File: config.mk
export PLATFORM = sky130hd
export DESIGN_NAME = stopwatch_ctrl
export DESIGN_NICKNAME = d
export VERILOG_FILES = /design/src/rtl/stopwatch_ctrl.sv
export SDC_FILE = /design/constraint.sdc
export NUM_CORES = 1
export LEC_CHECK = 0
export CAP_MARGIN = 20
export CELL_PAD_IN_SITES_DETAIL_PLACEMENT = 1
export CELL_PAD_IN_SITES_GLOBAL_PLACEMENT = 2
export CORE_ASPECT_RATIO = 1.1
export CORE_UTILIZATION = 28
export DETAILED_ROUTE_END_ITERATION = 16
export GPL_TIMING_DRIVEN = 1
export MAX_ROUTING_LAYER = met4
export PLACE_DENSITY_LB_ADDON = 0.08
export SLEW_MARGIN = 20
export SYNTH_ARGS = -nofsm -noshare
export SYNTH_HDL_FRONTEND = slang
export SYNTH_SLANG_ARGS = --single-unit
File: constraint.sdc
create_clock -name clk_ref -period 1.56 [get_ports clk_ref]
set_input_delay 0.312 -clock clk_ref [delete_from_list [all_inputs] [get_ports clk_ref]]
set_output_delay 0.312 -clock clk_ref [all_outputs]
set_load 0.1 [all_outputs]
File: src/rtl/stopwatch_ctrl.sv
// stopwatch_ctrl: run/pause/adjust sequencing and the min:sec counters behind the stopwatch display.
// Latency: raw inputs reach decisions after SYNC_STAGES edges; tick enables update counters on the edge they are sampled.
// Backpressure: none; tick enables and button/switch levels are consumed every cycle and never stalled.

module stopwatch_sync #(
    parameter int STAGES = 2
) (
    input  logic clk_ref,
    input  logic rst_n,
    input  logic d,
    output logic q
);
    logic [STAGES-1:0] ff;

    always_ff @(posedge clk_ref or negedge rst_n) begin
        if (!rst_n) begin
            ff <= '0;
        end else begin
            ff <= {ff[STAGES-2:0], d};
        end
    end

    assign q = ff[STAGES-1];
endmodule

module stopwatch_ctrl #(
    parameter int MIN_MAX     = 99,
    parameter int SYNC_STAGES = 2
) (
    input  logic       clk_ref,
    input  logic       rst_n,
    input  logic       tick_1hz,
    input  logic       tick_2hz,
    input  logic       tick_blink,
    input  logic       btn_pause,
    input  logic       btn_reset,
    input  logic       sw_adj,
    input  logic       sw_sel,
    output logic [6:0] min,
    output logic [5:0] sec,
    output logic       running,
    output logic       adjusting,
    output logic       blank_min,
    output logic       blank_sec
);
    localparam logic [6:0] MIN_TOP = 7'(MIN_MAX);
    localparam logic [5:0] SEC_TOP = 6'd59;

    typedef enum logic [1:0] {
        ST_RUN    = 2'd0,
        ST_PAUSED = 2'd1,
        ST_ADJUST = 2'd2
    } state_t;

    state_t     state, state_nxt;
    logic       pause_s, reset_s, adj_s, sel_s;
    logic       pause_d;
    logic       pause_evt;
    logic       blink_phase;
    logic [6:0] min_nxt;
    logic [5:0] sec_nxt;

    stopwatch_sync #(.STAGES(SYNC_STAGES)) u_sync_pause (
        .clk_ref(clk_ref), .rst_n(rst_n), .d(btn_pause), .q(pause_s));
    stopwatch_sync #(.STAGES(SYNC_STAGES)) u_sync_reset (
        .clk_ref(clk_ref), .rst_n(rst_n), .d(btn_reset), .q(reset_s));
    stopwatch_sync #(.STAGES(SYNC_STAGES)) u_sync_adj (
        .clk_ref(clk_ref), .rst_n(rst_n), .d(sw_adj), .q(adj_s));
    stopwatch_sync #(.STAGES(SYNC_STAGES)) u_sync_sel (
        .clk_ref(clk_ref), .rst_n(rst_n), .d(sw_sel), .q(sel_s));

    always_ff @(posedge clk_ref or negedge rst_n) begin
        if (!rst_n) begin
            pause_d <= 1'b0;
        end else begin
            pause_d <= pause_s;
        end
    end

    // One pulse per press, however long the button is held.
    assign pause_evt = pause_s & ~pause_d;

    always_ff @(posedge clk_ref or negedge rst_n) begin
        if (!rst_n) begin
            state <= ST_RUN;
        end else begin
            state <= state_nxt;
        end
    end

    always_comb begin
        state_nxt = state;
        unique case (state)
            ST_RUN: begin
                if (adj_s) begin
                    state_nxt = ST_ADJUST;
                end else if (pause_evt) begin
                    state_nxt = ST_PAUSED;
                end
            end
            ST_PAUSED: begin
                if (adj_s) begin
                    state_nxt = ST_ADJUST;
                end else if (pause_evt) begin
                    state_nxt = ST_RUN;
                end
            end
            ST_ADJUST: begin
                if (!adj_s) begin
                    state_nxt = ST_PAUSED;
                end
            end
            default: state_nxt = ST_RUN;
        endcase
    end

    always_comb begin
        running   = 1'b0;
        adjusting = 1'b0;
        unique case (state)
            ST_RUN:    running   = 1'b1;
            ST_ADJUST: adjusting = 1'b1;
            default: ;
        endcase
    end

    // Counters act on the registered (pre-transition) state, so a tick that
    // lands with a mode change still follows the old mode's rule.
    always_comb begin
        min_nxt = min;
        sec_nxt = sec;
        if (reset_s) begin
            min_nxt = '0;
            sec_nxt = '0;
        end else if (state == ST_RUN && tick_1hz) begin
            if (sec == SEC_TOP) begin
                sec_nxt = '0;
                min_nxt = (min == MIN_TOP) ? 7'd0 : min + 7'd1;
            end else begin
                sec_nxt = sec + 6'd1;
            end
        end else if (state == ST_ADJUST && tick_2hz) begin
            if (sel_s) begin
                sec_nxt = (sec == SEC_TOP) ? 6'd0 : sec + 6'd1;
            end else begin
                min_nxt = (min == MIN_TOP) ? 7'd0 : min + 7'd1;
            end
        end
    end

    always_ff @(posedge clk_ref or negedge rst_n) begin
        if (!rst_n) begin
            min <= '0;
            sec <= '0;
        end else begin
            min <= min_nxt;
            sec <= sec_nxt;
        end
    end

    // Blink phase only advances while staying in ADJUST; any entry or exit
    // leaves it at 0 so the selected field always starts visible.
    always_ff @(posedge clk_ref or negedge rst_n) begin
        if (!rst_n) begin
            blink_phase <= 1'b0;
        end else if (state == ST_ADJUST && state_nxt == ST_ADJUST) begin
            blink_phase <= blink_phase ^ tick_blink;
        end else begin
            blink_phase <= 1'b0;
        end
    end

    assign blank_sec = adjusting &  sel_s & blink_phase;
    assign blank_min = adjusting & ~sel_s & blink_phase;
endmodule

Word level (Yosys, flattened, before mapping)
Cells that the tools add are included.
{ "classes": {"add_sub_neg": 2, "eq_ne": 7, "mux": 20, "bitwise_logic": 8, "n_reduce_logical": 8} }
{ "op_table": {"columns": ["op", "count"], "rows": [
  ["2-to-1 mux 7 bit", 6],
  ["2-to-1 mux 6 bit", 5],
  ["2-to-1 mux 2 bit", 5],
  ["adder 7 x 1 -> 7 bit, second input constant", 1],
  ["equality test 7 bit, second input constant", 1],
  ["adder 6 x 1 -> 6 bit, second input constant", 1],
  ["equality test 6 bit, second input constant", 1],
  ["one-hot mux 2 bit (3 select lines)", 1],
  ["nonzero test 3 bit", 2],
  ["bitwise AND 1 bit", 5],
  ["equality test 2 bit, second input constant", 2],
  ["logical AND 1 bit", 3],
  ["2-to-1 mux 1 bit", 3],
  ["inequality test 3 x 1 -> 1 bit, second input constant", 1],
  ["inequality test 3 bit, second input constant", 1],
  ["AND reduction 3 bit", 1],
  ["equality test 2 x 1 -> 1 bit, second input constant", 1],
  ["zero test 2 bit", 1],
  ["inverter 1 bit", 2],
  ["AND reduction 2 bit", 1],
  ["bitwise XOR 1 bit", 1]
]} }
{ "totals": {"ff_bits": 25, "inputBits": 9} }

Depth between registers and ports, before layout
Gate-level depths: netlist (run 1).
{ "depth": {"depth_word": 8, "mapped_depth": 6, "ltp_nobuf": 5} }

By module
A second synthesis (run 1) with hierarchy kept.
{ "hier_totals": {"hier_cells": 109, "area_unflattened_um2": 1181.1} }
{ "modules_own_cells": {"columns": ["module", "n_inst", "cells_each", "area_per_inst_um2"], "rows": [
  ["stopwatch_ctrl", 1, 101, 980.9],
  ["stopwatch_sync", 4, 2, 50.0]
]} }

Least setup slack after synthesis (run 1)
OpenSTA, ideal clock, no wires.
{ "synth_timing": {"path_type": "flip-flop to output port", "start": "reg state[1]", "end": "out blank_min", "arrival_time_ns": 3.271, "required_ns": 1.248, "slack_ns": -2.023, "stages_incl_launch_ff": 4, "n_path_buf": 0, "path_cell_list": "dfrtp_1 > nor2b_1 > nand2_1 > nor2_1"} }
{ "synth_via": {"elab_chain_len": 4} }
{ "synth_lines": {"columns": ["element", "line", "rtl"], "rows": [
  ["start: declaration", "55", "state_t state, state_nxt;"],
  ["start signal: assignment", "87", "state <= state_nxt;"],
  ["equality test 2 bit", "120", "unique case (state)"],
  ["2-to-1 mux 1 bit", "120", null],
  ["net adjusting", "42", "output logic adjusting,"],
  ["bitwise AND 1 bit (2 in a row)", "174", "assign blank_min = adjusting & ~sel_s & blink_phase;"],
  ["end: declaration", "43", "output logic blank_min,"]
]} }
The timed path passes the listed nets, and every way through them passes these cells.

Final worst setup path (run 1)
{ "layout_timing": {"start": "reg sec[1]", "end": "reg sec[2]"} }
{ "layout_via": {"elab_chain_len": 6} }
{ "layout_lines": {"columns": ["element", "line", "rtl"], "rows": [
  ["start: declaration", "40", "output logic [5:0] sec,"],
  ["start signal: assignment", "157", "sec <= sec_nxt;"],
  ["adder 6 x 1 -> 6 bit / equality test 6 bit (equally long branches)", "140, 144, 136", null],
  ["2-to-1 mux 6 bit (*)", "136, 144", null],
  ["2-to-1 mux 6 bit", "143", "if (sel_s) begin"],
  ["2-to-1 mux 6 bit", "142", "end else if (state == ST_ADJUST && tick_2hz) begin"],
  ["2-to-1 mux 6 bit (*)", "135", "end else if (state == ST_RUN && tick_1hz) begin"],
  ["2-to-1 mux 6 bit (*)", "132", "if (reset_s) begin"]
]} }
Every way passes the cells marked *; elsewhere a longest branch is shown, timed or not. The select of a mux whose other input is x is not followed.
A chain may end at the register's enable or synchronous reset.

==> results.json, run 1 <==
{
  "clock_sinks": 25,
  "numPortBuffers": 25,
  "grt_pass1_wl_mm": 5.402,
  "final_hold_viol_count": 0,
  "drt_iter0_drc": 33,
  "seq_area_frac_synth": 0.5247,
  "fin_crit_ns": 1.600,
  "dieWidth_um": 64.22,
  "grt_start_max_net_pins": 26,
  "core_sq_mm": 0.004024,
  "crit_arrival_ns": 1.80,
  "gp_congestion": 0.8583,
  "pwr-share-comb": 0.300,
  "viasPerCell": 4.967,
  "maxCapViolCount": 0,
  "cts-buffers-inserted": 3,
  "intPower_mw": 1.061,
  "power_density_mw_per_mm2": 754.4,
  "grt_overflow": 0,
  "yosysTopAreaCellShare": 0.5247,
  "critPathTopFamily": "simple AND/OR/NAND/NOR gates",
  "die-area_sq_mm": 0.004524,
  "drt-pass1-iter-count": 4,
  "violations": "setup timing",
  "syn2layout_area_growth_pct": 77.13,
  "synthDistinctLibCells": 41,
  "drive_gt1_frac": 0.5432,
  "drv_slew": 0,
  "cts-root-buf": "clkbuf_8",
  "post_dp_cell_area_sq_mm": 0.001881,
  "cts_tree": "yes",
  "grt_util_all_layers": 0.1598,
  "clk_pin_slew_ns": 0.09,
  "end_kind": "register",
  "grt_pass1_vias": 1151,
  "fin_util": 0.5249,
  "status": "finished with violations",
  "hold_path_class": "register to register",
  "synth_area_leaders": "dfrtp_1 52%, mux2i_1 3.4%, and3_1 2.6%",
  "fin_crit_sh": 1.026,
  "pwr-share-seq": 0.445,
  "routedWlPerCell_um": 15.44,
  "vias": 1063,
  "required_ns": 1.76,
  "nFillCells": 417,
  "path_buf_inv": 1,
  "cts-hold-fix-buffers": 0,
  "totalWireLength_mm": 3.305,
  "fin_ws_ns": -0.04030,
  "yosys.area.top_type": "dfrtp_1",
  "syn_inst": 111,
  "worstSetupPathType": "register to register",
  "syn_nets": 122,
  "dpl.hpwl_mm": 2.346,
  "htree_levels": 1,
  "start_kind": "register",
  "io_pins": 26,
  "synthesis.area_sq_mm": 0.001192,
  "clockBufferDepth": 2,
  "setup_viol": 5,
  "clock.fmax_mhz": 624.9,
  "switchingPower_mw": 0.5318,
  "path_max_fanout": 2,
  "initial_core_util": 0.2963,
  "rows": 24,
  "slowest_stage": "dfrtp_4",
  "clk_latency_ns": 0.27,
  "ir_drop_v": 0.0003629,
  "finClkSkew_ns": 0.003746,
  "synth_seq_cells": 25,
  "antenna_found_initial": 0,
  "yosys_warnings": 0,
  "ant_nets": 0,
  "design_area_sq_mm": 0.002112,
  "switching_share": 0.3338,
  "multi_input_area_sq_um": 690.7,
  "r2r_slack_ns": -0.04,
  "grt_setup_unrepaired": "true",
  "p_clk_frac": 0.255,
  "diodes": 0,
  "max_stage_delay_ns": 0.50,
  "cellLeakagePower_nw": 0.8820,
  "cp_cell_sequence": "ha_4, and3b_2, buf_6, nand3_4, or3b_1, a21oi_1",
  "nNetsFinal": 174,
  "tightest_slew_ns": 0.3616,
  "drc": 0,
  "avgSynthCellArea_sq_um": 10.74,
  "max-slew-margin-rel": 0.7579,
  "regArea_sq_um": 656.9,
  "die_y_um": 70.44
}
## per-stage QoR
step	std cells	total power [mW]	hold WS, ns	worst slack, ns	TNS [ns]
floorplan	111	0.9625	0.01641	-0.4067	-1.953
global placement	204	1.146	0.3339	-0.2494	-2.330
detailed placement	204	1.154	0.3385	-0.3224	-2.856
CTS	213	1.602	0.3619	-0.07005	-0.1674
global route	214	1.667	0.3708	-0.1384	-0.6673
finish	214	1.593	0.3562	-0.04030	-0.1027
## synth_stat cells, drive strengths merged
master and count:
a211o 2, a21boi 1, a21oi 5, a311oi 1, a31oi 2, a41o 1, and3 5, and3b 2
and4b 1, buf 2, clkbuf 2, dfrtp 25, ha 2, inv 4, mux2i 4, nand2 7
nand2b 3, nand3 4, nand4 2, nor2 7, nor2b 2, nor3 1, nor3b 1, nor4 1
nor4b 1, o2111ai 1, o211a 3, o211ai 1, o21a 1, o21ai 6, o311ai 2, o32ai 1
or2 1, or3 2, or3b 1, or4 2, xnor2 1, xor2 1
## sequential cells by signal, indices dropped and copies added, names as in the netlist
register / flops
state: 2
u_sync_adj.ff: 2
u_sync_sel.ff: 2
min: 7
u_sync_pause.ff: 2
pause_d: 1
sec: 6
blink_phase: 1
u_sync_reset.ff: 2
## power groups by stage
stage / Sequential, mW / Clock (mW) / Combinational [mW]
2_1_floorplan: 0.808 / 0 / 0.155
3_3_place_gp: 0.724 / 0 / 0.422
3_5_place_dp: 0.727 / 0 / 0.427
4_1_cts: 0.708 / 0.431 / 0.463
5_1_grt: 0.713 / 0.451 / 0.504
6_report: 0.709 / 0.406 / 0.479
## cell families (layout without fill, tap and decap cells)
group,Yosys count,after routing,synth area share
AO/OA/AOI/OAI,27,27,0.1648
flip-flops,25,25,0.5247
multiplexers,4,4,0.03358
XOR/XNOR,2,2,0.01469
AND/OR/NAND/NOR,43,43,0.2088
adder cells (fa/ha/maj),2,2,0.02098
buffers and inverters,8,59,0.03252
## layout make-up
cell class | count | area share
multi-input combinational | 78 | 0.3270
sequential | 25 | 0.3110
timing repair buffer | 51 | 0.3004
tap | 52 | 0.03081
clock buffer | 3 | 0.01955
inverter | 4 | 0.007109
clock inverter | 1 | 0.004147
## timing repair
item,in CTS,in global routing
cloned,0,0
endpoints found under the hold margin,0,0
pin swaps,7,8
setup endpoints to repair,12,15
buffers inserted,5,1
gates resized for setup,12,17
## final timing paths
| path | cells after the start | startpoint | endpoint |
|---|---|---|---|
| min in group asynchronous | 2 | rst_n | min[2]$_DFFE_PN0P_ |
| worst max-delay path | 6 | sec[1]$_DFFE_PN0P_ | sec[2]$_DFFE_PN0P_ |
| worst max register to register | 6 | sec[1]$_DFFE_PN0P_ | sec[2]$_DFFE_PN0P_ |
| worst min register to register | 0 | u_sync_sel.ff[0]$_DFF_PN0_ | u_sync_sel.ff[1]$_DFF_PN0_ |
| worst min-delay path | 0 | u_sync_sel.ff[0]$_DFF_PN0_ | u_sync_sel.ff[1]$_DFF_PN0_ |
| max in group asynchronous | 2 | rst_n | sec[0]$_DFFE_PN0P_ |
## placed cells by master (no fill, tap or decap), drive strengths merged
| master | instances |
|---|---|
| o32ai | 1 |
| xnor2 | 1 |
| a41o | 1 |
| nor4 | 1 |
| o211ai | 1 |
| and3b | 2 |
| nor2 | 7 |
| nand2b | 3 |
| nand2 | 7 |
| and3 | 5 |
| inv | 5 |
| a311oi | 1 |
| dfrtp | 25 |
| a21boi | 1 |
| nor4b | 1 |
| a31oi | 2 |
| clkdlybuf4s50 | 8 |
| clkbuf | 3 |
| or4 | 2 |
| or3 | 2 |
| ha | 2 |
| o211a | 3 |
| or2 | 1 |
| a21oi | 5 |
| and4b | 1 |
| nand3 | 4 |
| buf | 43 |
| nor3b | 1 |
| nand4 | 2 |
| o21ai | 6 |
| o2111ai | 1 |
| nor2b | 2 |
| a211o | 2 |
| o311ai | 2 |
| o21a | 1 |
| mux2i | 4 |
| nor3 | 1 |
| or3b | 1 |
| xor2 | 1 |
## worst register-to-register path, stage by stage (launching register included)
cell and delay (ns):
dfrtp_4 0.50, ha_4 0.17, and3b_2 0.22, buf_6 0.13, nand3_4 0.05, or3b_1 0.35, a21oi_1 0.12
## metal layers
layer / vias to the layer above / wire length [um] / track usage / share of wire
li1: 513 / - / - / -
met1: 531 / 1355 / 0.1842 / 0.41
met2: 17 / 1833 / 0.2813 / 0.55
met3: 2 / 90 / 0.02451 / 0.027
met4: 0 / 25 / 0.05185 / 0.0076
met5: - / 0 / - / 0
No activity file was read; power rests on OpenSTA's default activity.
==> inputs of run 2 (changes only) <==
--- a/config.mk
+++ b/config.mk
@@ -13,7 +13,7 @@
 export DETAILED_ROUTE_END_ITERATION = 16
 export GPL_TIMING_DRIVEN = 1
 export MAX_ROUTING_LAYER = met4
-export PLACE_DENSITY_LB_ADDON = 0.08
+export PLACE_DENSITY_LB_ADDON = 0.1
 export SLEW_MARGIN = 20
 export SYNTH_ARGS = -nofsm -noshare
 export SYNTH_HDL_FRONTEND = slang
==> results.json, run 2 (synthesis gave the netlist of run 1 again) <==
{
  "critPathTopFamily": "simple AND/OR/NAND/NOR gates",
  "hold_slack_ns": 0.3548,
  "clock_sinks": 25,
  "regMostFlops": "min",
  "numPortBuffers": 25,
  "fin_util": 0.5249,
  "fin_crit_ns": 1.632,
  "cts-root-buf": "clkbuf_8",
  "initial_core_util": 0.2963,
  "io_pins": 26,
  "fin_cells": 216,
  "die-area_sq_mm": 0.004524,
  "path_buf_inv": 1,
  "crit_arrival_ns": 1.83,
  "htree_levels": 1,
  "rows": 24,
  "setup_viol": 8,
  "path_max_fanout": 2,
  "routedWlPerCell_um": 15.85,
  "die_y_um": 70.44,
  "dpl.hpwl_mm": 2.458,
  "fin_ws_ns": -0.07177,
  "tightest_slew_ns": 0.3491,
  "finClkSkew_ns": 0.001802,
  "clockBufferDepth": 2,
  "nFillCells": 448,
  "mostFrequentLayoutCells": "20 x buf_4, 17 x buf_12, 12 x dfrtp_1",
  "largest_register_ffs": 7,
  "fin_crit_sh": 1.046,
  "clk_latency_ns": 0.27,
  "top_regs": "min x7, sec x6",
  "drv_slew": 0,
  "gp_congestion": 0.8035,
  "drt_iter0_drc": 34,
  "fin_total_pwr_mw": 1.585,
  "diodes": 0,
  "worstSetupPathType": "register to register",
  "totalWireLength_mm": 3.423,
  "start_kind": "register",
  "cp_cell_sequence": "ha_4, and3b_2, buf_6, nand3_4, or3b_4, a21oi_2",
  "grt_util_all_layers": 0.1712,
  "maxCapViolCount": 0,
  "dp_cells": 206,
  "grt_setup_unrepaired": "true",
  "grt_overflow": 0,
  "cellLeakagePower_nw": 0.8891,
  "power_density_mw_per_mm2": 750.5,
  "grt_pass1_vias": 1176,
  "cts_tree": "yes",
  "ant_nets": 0,
  "required_ns": 1.76,
  "max_stage_delay_ns": 0.50,
  "clk_pin_slew_ns": 0.09,
  "viasPerCell": 5.185,
  "final_common_cell": "buf_4",
  "nNetsFinal": 176,
  "slowest_stage": "dfrtp_4",
  "status": "finished with violations",
  "clock.fmax_mhz": 612.8,
  "vias": 1120,
  "hold_path_class": "register to register",
  "drive_gt1_frac": 0.5427,
  "core_sq_mm": 0.004024,
  "drc": 0,
  "drt-pass1-iter-count": 4,
  "violations": "setup timing",
  "dieWidth_um": 64.22,
  "ir_drop_v": 0.0005698,
  "final_hold_viol_count": 0,
  "max-slew-margin-rel": 0.7670,
  "syn2layout_area_growth_pct": 77.13,
  "grt_start_max_net_pins": 26,
  "cts-buffers-inserted": 3,
  "end_kind": "register",
  "antenna_found_initial": 0,
  "grt_pass1_wl_mm": 5.768,
  "fin_setup_tns_ns": -0.2502
}
## run 2: worst paths after layout
path	start	to	slack, ns	depth (start not counted)
setup / recovery	sec[1]$_DFFE_PN0P_	sec[2]$_DFFE_PN0P_	-0.07	6
hold / removal	u_sync_reset.ff[0]$_DFF_PN0_	u_sync_reset.ff[1]$_DFF_PN0_	0.35	0
setup reg to reg	sec[1]$_DFFE_PN0P_	sec[2]$_DFFE_PN0P_	-0.07	6
min in group asynchronous	rst_n	min[2]$_DFFE_PN0P_	0.40	2
hold reg to reg	u_sync_reset.ff[0]$_DFF_PN0_	u_sync_reset.ff[1]$_DFF_PN0_	0.35	0
max in group asynchronous	rst_n	sec[4]$_DFFE_PN0P_	0.86	2
## run 2: cell type report
type                            instances  area [sq um]  share of cell area
Multi-Input combinational cell         78         669.4              0.3169
Timing Repair Buffer                   53         660.6              0.3128
Sequential cell                        25         656.9              0.3110
Tap cell                               52         65.06             0.03081
Clock buffer                            4         45.04             0.02133
Inverter                                4         15.01            0.007109
## run 2: timing repair
item | CTS | global route
endpoints found under the setup margin | 12 | 15
hold buffers | 0 | 0
pin swaps | 11 | 3
setup buffers | 5 | 1
resized for setup | 15 | 14
## run 2: metrics by stage
step           worst slack [ns]  instance area [sq um]
4_1_cts                 -0.1122                   2036
6_report               -0.07177                   2112
2_1_floorplan           -0.4067                   1269
3_5_place_dp            -0.2459                   1896
3_3_place_gp            -0.2119                   1896
5_1_grt                 -0.1277                   2112
## run 2: report_power, final
group	switching (mW)	internal [mW]
Clock	0.211	0.183
Sequential	0.0282	0.683
Combinational	0.284	0.196
Total	0.523	1.06
## run 2: metal layers
metal	vias up	wire (um)	GRT usage
met3	5	116	0.02451
met2	24	1786	0.2943
met4	0	27	0.03704
li1	517	-	-
met1	574	1493	0.2123
met5	-	0	-
==> inputs of run 3 (changes only) <==
--- a/config.mk
+++ b/config.mk
@@ -10,6 +10,7 @@
 export CELL_PAD_IN_SITES_GLOBAL_PLACEMENT = 2
 export CORE_ASPECT_RATIO = 1.1
 export CORE_UTILIZATION = 28
+export CTS_CLUSTER_DIAMETER = 150
 export DETAILED_ROUTE_END_ITERATION = 16
 export GPL_TIMING_DRIVEN = 1
 export MAX_ROUTING_LAYER = met4
==> results of run 3 <==
Final layout, timing and power as in run 2 (identical DEF).
